===== src/rtl/ser_arb_pkg.sv =====
// Shared types and constants for the serializer front-end arbiter.
package ser_arb_pkg;

  localparam int DEF_N     = 4;
  localparam int DEF_WIDTH = 64;

  typedef enum logic {
    FREE  = 1'b0,
    OWNED = 1'b1
  } state_t;

  // Ceiling log2, used to size the round-robin pointer.
  function automatic int clog2(input int n);
    int r;
    int v;
    r = 0;
    v = n - 1;
    while (v > 0) begin
      r = r + 1;
      v = v >> 1;
    end
    return r;
  endfunction

  // Pointer width, never narrower than one bit.
  function automatic int ptr_w(input int n);
    return (clog2(n) < 1) ? 1 : clog2(n);
  endfunction

  localparam int DEF_PTR_W = ptr_w(DEF_N);

endpackage


===== src/rtl/ser_arb_if.sv =====
// Requester-side and serializer-side handshake bundle of the arbiter.
interface ser_arb_if
  import ser_arb_pkg::*;
#(
  parameter int N     = DEF_N,
  parameter int WIDTH = DEF_WIDTH
);

  logic [N*WIDTH-1:0] req_data;
  logic [N-1:0]       req_valid;
  logic [N-1:0]       req_last;
  logic [N-1:0]       req_stop;
  logic [WIDTH-1:0]   ser_wdata;
  logic               ser_valid;
  logic               ser_stop;
  logic [N-1:0]       grant;

  // Environment side: requesters plus the serializer's stop_out.
  modport master (
    output req_data, req_valid, req_last, ser_stop,
    input  req_stop, ser_wdata, ser_valid, grant
  );

  // Arbiter side.
  modport slave (
    input  req_data, req_valid, req_last, ser_stop,
    output req_stop, ser_wdata, ser_valid, grant
  );

endinterface


===== src/rtl/ser_arbiter_rr_pick.sv =====
// Combinational round-robin pick: first set request at or above ptr, wrapping.
module rr_pick
  import ser_arb_pkg::*;
#(
  parameter int N  = DEF_N,
  parameter int PW = DEF_PTR_W
) (
  input  logic [N-1:0]  req,
  input  logic [PW-1:0] ptr,
  output logic [N-1:0]  pick,
  output logic          valid
);

  logic found;

  // Scan ptr..N-1 first, then 0..ptr-1, so the search wraps without modulo math.
  always_comb begin
    pick  = '0;
    found = 1'b0;
    for (int i = 0; i < N; i++) begin
      if (!found && req[i] && (PW'(i) >= ptr)) begin
        pick[i] = 1'b1;
        found   = 1'b1;
      end
    end
    for (int i = 0; i < N; i++) begin
      if (!found && req[i] && (PW'(i) < ptr)) begin
        pick[i] = 1'b1;
        found   = 1'b1;
      end
    end
    valid = |req;
  end

endmodule


===== src/rtl/ser_arbiter.sv =====
// Round-robin arbiter sharing one 64->16 serializer between N requesters.
// Optional build macro SER_ARB_BURST_EN: the owner keeps the grant across
// transfers until a word with req_last; without it every transfer frees the bus.
module ser_arbiter
  import ser_arb_pkg::*;
#(
  parameter int N     = DEF_N,
  parameter int WIDTH = DEF_WIDTH
) (
  input logic     clk,
  input logic     res,
  ser_arb_if.slave bus
);

  localparam int PW = ptr_w(N);

  state_t           state_q, state_d;
  logic [PW-1:0]    owner_q, owner_d;
  logic [PW-1:0]    ptr_q, ptr_d;
  logic [PW-1:0]    pick_idx, owner_inc;
  logic [N-1:0]     grant_q, grant_d;
  logic [N-1:0]     pick, req_stop_c;
  logic             pick_vld, owner_valid, xfer, drain;
  logic [WIDTH-1:0] owner_word, wdata_p1;
  logic             vld_p1;
`ifdef SER_ARB_BURST_EN
  logic             owner_last;
`else
  logic             unused_last;
  assign unused_last = ^bus.req_last;
`endif

  rr_pick #(.N(N), .PW(PW)) u_pick (
    .req   (bus.req_valid),
    .ptr   (ptr_q),
    .pick  (pick),
    .valid (pick_vld)
  );

  // Decode the pick to an index and route the current owner's lane.
  always_comb begin
    pick_idx    = '0;
    owner_valid = 1'b0;
    owner_word  = '0;
`ifdef SER_ARB_BURST_EN
    owner_last  = 1'b0;
`endif
    for (int i = 0; i < N; i++) begin
      if (pick[i]) pick_idx = PW'(i);
      if (owner_q == PW'(i)) begin
        owner_valid = bus.req_valid[i];
        owner_word  = bus.req_data[i*WIDTH +: WIDTH];
`ifdef SER_ARB_BURST_EN
        owner_last  = bus.req_last[i];
`endif
      end
    end
  end

  assign owner_inc = (owner_q == PW'(N-1)) ? '0 : owner_q + 1'b1;
  // The owner is accepted whenever the buffer is empty or draining this cycle.
  assign xfer  = (state_q == OWNED) & owner_valid & ~(vld_p1 & bus.ser_stop);
  assign drain = vld_p1 & ~bus.ser_stop;

  // State register: FSM state, owner, round-robin pointer and registered grant.
  always_ff @(posedge clk) begin
    if (res) begin
      state_q <= FREE;
      owner_q <= '0;
      ptr_q   <= '0;
      grant_q <= '0;
    end else begin
      state_q <= state_d;
      owner_q <= owner_d;
      ptr_q   <= ptr_d;
      grant_q <= grant_d;
    end
  end

  // Next-state logic: arbitrate in FREE, release on transfer or idle owner.
  always_comb begin
    state_d = state_q;
    owner_d = owner_q;
    ptr_d   = ptr_q;
    grant_d = '0;
    case (state_q)
      FREE: begin
        if (pick_vld) begin
          state_d = OWNED;
          owner_d = pick_idx;
        end
      end
      OWNED: begin
`ifdef SER_ARB_BURST_EN
        if (xfer && owner_last) begin
          state_d = FREE;
          ptr_d   = owner_inc;
        end
`else
        if (xfer) begin
          state_d = FREE;
          ptr_d   = owner_inc;
        end else if (!owner_valid) begin
          state_d = FREE;
        end
`endif
      end
      default: state_d = FREE;
    endcase
    for (int i = 0; i < N; i++) begin
      if ((state_d == OWNED) && (owner_d == PW'(i))) grant_d[i] = 1'b1;
    end
  end

  // Output logic: stall everyone except an owner that can be accepted.
  always_comb begin
    req_stop_c = '1;
    for (int i = 0; i < N; i++) begin
      if ((state_q == OWNED) && (owner_q == PW'(i))) req_stop_c[i] = vld_p1 & bus.ser_stop;
    end
  end

  // Single-word output buffer: load on owner transfer, empty on a plain drain.
  always_ff @(posedge clk) begin
    if (res) begin
      wdata_p1 <= '0;
      vld_p1   <= 1'b0;
    end else if (xfer) begin
      wdata_p1 <= owner_word;
      vld_p1   <= 1'b1;
    end else if (drain) begin
      vld_p1   <= 1'b0;
    end
  end

  assign bus.req_stop  = req_stop_c;
  assign bus.grant     = grant_q;
  assign bus.ser_wdata = wdata_p1;
  assign bus.ser_valid = vld_p1;

endmodule


===== src/flat_wrapper.sv =====
// flat-port wrapper written by rule: the top's interface ports become plain ports
module ser_arbiter_flat import ser_arb_pkg::*;
#(
  parameter int N     = DEF_N,
  parameter int WIDTH = DEF_WIDTH
)
  (clk, res, bus_req_data, bus_req_valid, bus_req_last, bus_ser_stop, bus_req_stop, bus_ser_wdata, bus_ser_valid, bus_grant);
  ser_arb_if #(.N(N), .WIDTH(WIDTH)) bus_i ();
  input logic clk;
  input logic res;
  input wire logic [$bits(bus_i.req_data)-1:0] bus_req_data;
  input wire logic [$bits(bus_i.req_valid)-1:0] bus_req_valid;
  input wire logic [$bits(bus_i.req_last)-1:0] bus_req_last;
  input wire logic [$bits(bus_i.ser_stop)-1:0] bus_ser_stop;
  output wire logic [$bits(bus_i.req_stop)-1:0] bus_req_stop;
  output wire logic [$bits(bus_i.ser_wdata)-1:0] bus_ser_wdata;
  output wire logic [$bits(bus_i.ser_valid)-1:0] bus_ser_valid;
  output wire logic [$bits(bus_i.grant)-1:0] bus_grant;
  assign bus_i.req_data = bus_req_data;
  assign bus_i.req_valid = bus_req_valid;
  assign bus_i.req_last = bus_req_last;
  assign bus_i.ser_stop = bus_ser_stop;
  assign bus_req_stop = bus_i.req_stop;
  assign bus_ser_wdata = bus_i.ser_wdata;
  assign bus_ser_valid = bus_i.ser_valid;
  assign bus_grant = bus_i.grant;
  ser_arbiter #(.N(N), .WIDTH(WIDTH)) u_core (.clk(clk), .res(res), .bus(bus_i));
endmodule

===== config.mk =====
export PLATFORM = sky130hd
export DESIGN_NAME = ser_arbiter_flat
export DESIGN_NICKNAME = d
export VERILOG_FILES = /design/src/rtl/ser_arb_pkg.sv /design/src/rtl/ser_arb_if.sv /design/src/rtl/ser_arbiter_rr_pick.sv /design/src/rtl/ser_arbiter.sv /design/src/flat_wrapper.sv
export SDC_FILE = /design/constraint.sdc
export NUM_CORES = 1
export LEC_CHECK = 0
export ABC_AREA = 1
export CELL_PAD_IN_SITES_DETAIL_PLACEMENT = 1
export CELL_PAD_IN_SITES_GLOBAL_PLACEMENT = 1
export CORE_ASPECT_RATIO = 1.25
export CORE_MARGIN = 2
export CORE_UTILIZATION = 23
export CTS_CLUSTER_DIAMETER = 80
export DETAILED_ROUTE_END_ITERATION = 8
export GPL_TIMING_DRIVEN = 0
export MAX_ROUTING_LAYER = met4
export PLACE_DENSITY_LB_ADDON = 0.1
export SLEW_MARGIN = 10
export SYNTH_ARGS = -nofsm -noshare
export SYNTH_HDL_FRONTEND = slang
export SYNTH_SLANG_ARGS = --single-unit

===== constraint.sdc =====
create_clock -name clk -period 2.2 [get_ports clk]
set_clock_uncertainty 0.2 [all_clocks]
set_input_delay 0.66 -clock clk [delete_from_list [all_inputs] [get_ports clk]]
set_output_delay 0.66 -clock clk [all_outputs]
set_load 0.005 [all_outputs]

==> flow_summary.toml, run 1 <==
[worst_setup_path]
crit-reg2reg-launch = "u_core.owner_q[0]"
worstSetupEndpointType = "primary output"
crit_end = "bus_req_stop[1]"
r2r-end = "u_core.ptr_q[1]"
critical_path_required_ns = 1.34
cp_startpoint = "u_core.owner_q[0]"
r2r_slack_ns = 0.04
timing.critical_path.fanout_max = 4
worst_r2r_path_depth = 11
cp.arrival_ns = 1.43
critPathKind = "reg -> out"
critical_path.startpoint_type = "flop"

[sta]
finalHoldViolCount = 0
layout_setup_ws_ns = -0.09169
slew-limit-headroom = 0.5842
achievable-frequency_mhz = 436.4
final_max_slew_viol_count = 0
final.period_utilization = 1.042
timing.hold.ws_ns = 0.3256
worst_slew_pin_slew_ns = 0.6237
setup_viol = 2
grt_setup_unrepaired = "yes"
setup-tns-final_ns = -0.1073
final_period_minus_worst_setup_slack_ns = 2.292

[floorplanning]
coreArea_mm2 = 0.02132
floorplan.die.height_um = 168.0
num_io_pins = 340
num_rows = 60
floorplan.die.width_um = 135.2
die_ar_mm2 = 0.02271
initial_utilization = 0.2321

[logic_synthesis]
synthCells = 821
syn-cell-area_mm2 = 0.004948
avgSynthCellArea_um2 = 6.027
synth_nets = 1092
synth.largest_area_cell = "dfxtp_1"
yosys.area.top_type_share = 0.2994
post_synth_num_cell_types = 22
yosys-top-cells-area = "dfxtp_1 30%, nand2_1 17%, a21oi_1 14%"
yosys_reg_bits = 74
synth-seq-area-share = 0.2994
synth_warnings = 0

[grt]
overflow = 0
grt_first_pass_wirelength_um = 39650
largest_net_degree_at_the_start_of_global_routing = 14
grt_pass1_vias = 7213
grt_antenna_before_repair = 2
global_route.usage.total = 0.2374

[clock_tree]
clk-insertion-delay-late_ns = 0.36
cts_tree = "done"
cts-root-to-sink-buffers = 2
ctsHtreeMaxLevel = 3
clkSlewWorstSetupHoldPaths_ns = 0.07
sinks_on_clock_net = 74
count_of_hold_fix_buffers_inserted_at_cts = 0
cts_made_buffers = 9
cts-root-buf = "clkbuf_16"

[power]
power_leakage_uw = 0.003973
netSwitchingPower_uw = 1932
power_density_mw_per_mm2 = 614.5
p_seq_frac = 0.270
vdd_drop_max_uv = 395.1
switching_share = 0.3289
power_frac_clock = 0.306
cellInternalPower_uw = 3942
pwr-share-comb = 0.424

[drt]
vias = 6771
met3_length_um = 1704
drc = 0
vias_per_cell = 4.587
highest_metal_layer_with_signal_wires = "met4"
final_antenna_net_count = 0
drt_iter0_drc = 205
drt-met1-wl_um = 10130
routed_wire_length_um = 26710
detailroute.wirelength.met2_um = 14240
drt_pre_antenna_iters = 4
wl_per_cell_um = 18.09

[status]
run_status = "finished, violations left"
violated_checks = "negative setup slack"

[worst_hold_path]
worst_hold_path_type = "reg -> reg"

[placement]
detailed_place_hpwl_um = 20710
portBuffers = 334
place_worst_setup_slack_ns = -0.8988
finalWeightedCongestion = 0.8013

[final_layout]
fill_cells = 2707
drive_gt1_frac = 0.1021
most-common-layout-cells = "325 x clkdlybuf4s50_1, 218 x nand2_1, 130 x a21oi_1, 90 x o21ai_0, 80 x inv_1"
final_common_cell = "clkdlybuf4s50_1"
flow.area_growth_from_synthesis_pct = 93.17
finish.net_count = 1461

[flow_run]
cap_viol_max_count = 0
-- power by group through the flow --
| stage | sequential, µW | combinational [µW] | clock [µW] |
|---|---|---|---|
| 4_1_cts | 1580 | 2440 | 1830 |
| 2_1_floorplan | 1610 | 1050 | 0 |
| 5_1_grt | 1600 | 2760 | 1880 |
| 6_report | 1580 | 2490 | 1800 |
| 3_5_place_dp | 1610 | 2280 | 0 |
| 3_3_place_gp | 1600 | 2260 | 0 |
-- worst max-delay path: stages (launching register included) --
cell and delay, ns:
dfxtp_4 0.37, buf_6 0.12, ha_4 0.17, buf_8 0.14, clkbuf_16 0.14, nand2_4 0.04
buf_6 0.09
-- metrics by stage --
step / area, µm² / cells / util / total power (µW)
2_1_floorplan: 4949 / 821 / - / 2661
3_3_place_gp: 8641 / 1434 / 0.4053 / 3857
3_5_place_dp: 8641 / 1434 / 0.4053 / 3890
4_1_cts: 9380 / 1466 / 0.4400 / 5851
5_1_grt: 9559 / 1476 / 0.4484 / 6238
6_report: 9559 / 1476 / 0.4484 / 5874
-- cells in the mapped netlist (all sizes together) --
cell	n
nand3	5
ha	4
a21oi	135
nand2	223
dfxtp	74
o211ai	21
buf	27
clkbuf	38
nor3	3
nand3b	1
o21a	43
nor2	53
o21ai	109
inv	85
-- state kept, by name (all words and copies together), names as in the netlist --
register / cells
u_core.ptr_q: 2
u_core.bus.ser_valid: 1
u_core.bus.grant: 4
u_core.bus.ser_wdata: 64
u_core.state_q: 1
u_core.owner_q: 2
-- final cells by class --
cell class	count	area, µm²	share of cell area
plain buffers	63	470.5	0.04921
well taps	279	349.1	0.03652
repair buffers	360	3595	0.3760
flip-flops and latches	74	1489	0.1558
clock inverters	6	113.9	0.01191
diodes	2	5.005	0.0005236
inverters	85	326.6	0.03416
multi-input cells	597	2972	0.3109
clock buffers	10	239.0	0.02500
-- worst min-delay path by stage --
stage	endpoint	depth (start not counted)	start
finish	u_core.ptr_q[1]	2	u_core.ptr_q[1]
global route	u_core.ptr_q[1]	2	u_core.ptr_q[1]
CTS	u_core.ptr_q[1]	2	u_core.ptr_q[1]
detailed placement	u_core.ptr_q[1]	2	u_core.ptr_q[1]
global placement	u_core.ptr_q[1]	2	u_core.ptr_q[1]
floorplan	u_core.ptr_q[1]	2	u_core.ptr_q[1]
-- repair_timing --
action                                  4_1_cts  5_1_grt
resized for setup                           107       49
buffers inserted                             16        9
gates cloned                                  0        1
endpoints found under the setup margin       71       70
pin swaps                                     9        5
-- logic make-up after synthesis --
logic type,after synthesis,share of synthesized area
flip-flops,74,0.2994
buffers and inverters,150,0.1244
AO/OA/AOI/OAI,308,0.3446
AND/OR/NAND/NOR,285,0.2215
adder cells (fa/ha/maj),4,0.01011
-- per-layer routing --
layer  GRT usage  vias to the layer above
met5           -                        -
met4     0.06658                        0
met3     0.06293                       29
met2      0.4452                      210
met1      0.2403                     3122
li1            -                     3410
Note: power is estimated with default switching activity, not from simulation.
==> run 2: changes to the inputs <==
--- a/config.mk
+++ b/config.mk
@@ -16,7 +16,7 @@
 export GPL_TIMING_DRIVEN = 0
 export MAX_ROUTING_LAYER = met4
 export PLACE_DENSITY_LB_ADDON = 0.1
-export SLEW_MARGIN = 10
+export SLEW_MARGIN = 30
 export SYNTH_ARGS = -nofsm -noshare
 export SYNTH_HDL_FRONTEND = slang
 export SYNTH_SLANG_ARGS = --single-unit
==> results of run 2 <==
Same layout as run 1: the final DEF is identical, and so are final timing and power.
==> run 3: changes to the inputs <==
--- a/config.mk
+++ b/config.mk
@@ -6,6 +6,7 @@
 export NUM_CORES = 1
 export LEC_CHECK = 0
 export ABC_AREA = 1
+export ABC_CLOCK_PERIOD_IN_PS = 2200
 export CELL_PAD_IN_SITES_DETAIL_PLACEMENT = 1
 export CELL_PAD_IN_SITES_GLOBAL_PLACEMENT = 1
 export CORE_ASPECT_RATIO = 1.25
==> results of run 3 <==
Same layout as run 1: the final DEF is identical, and so are final timing and power.
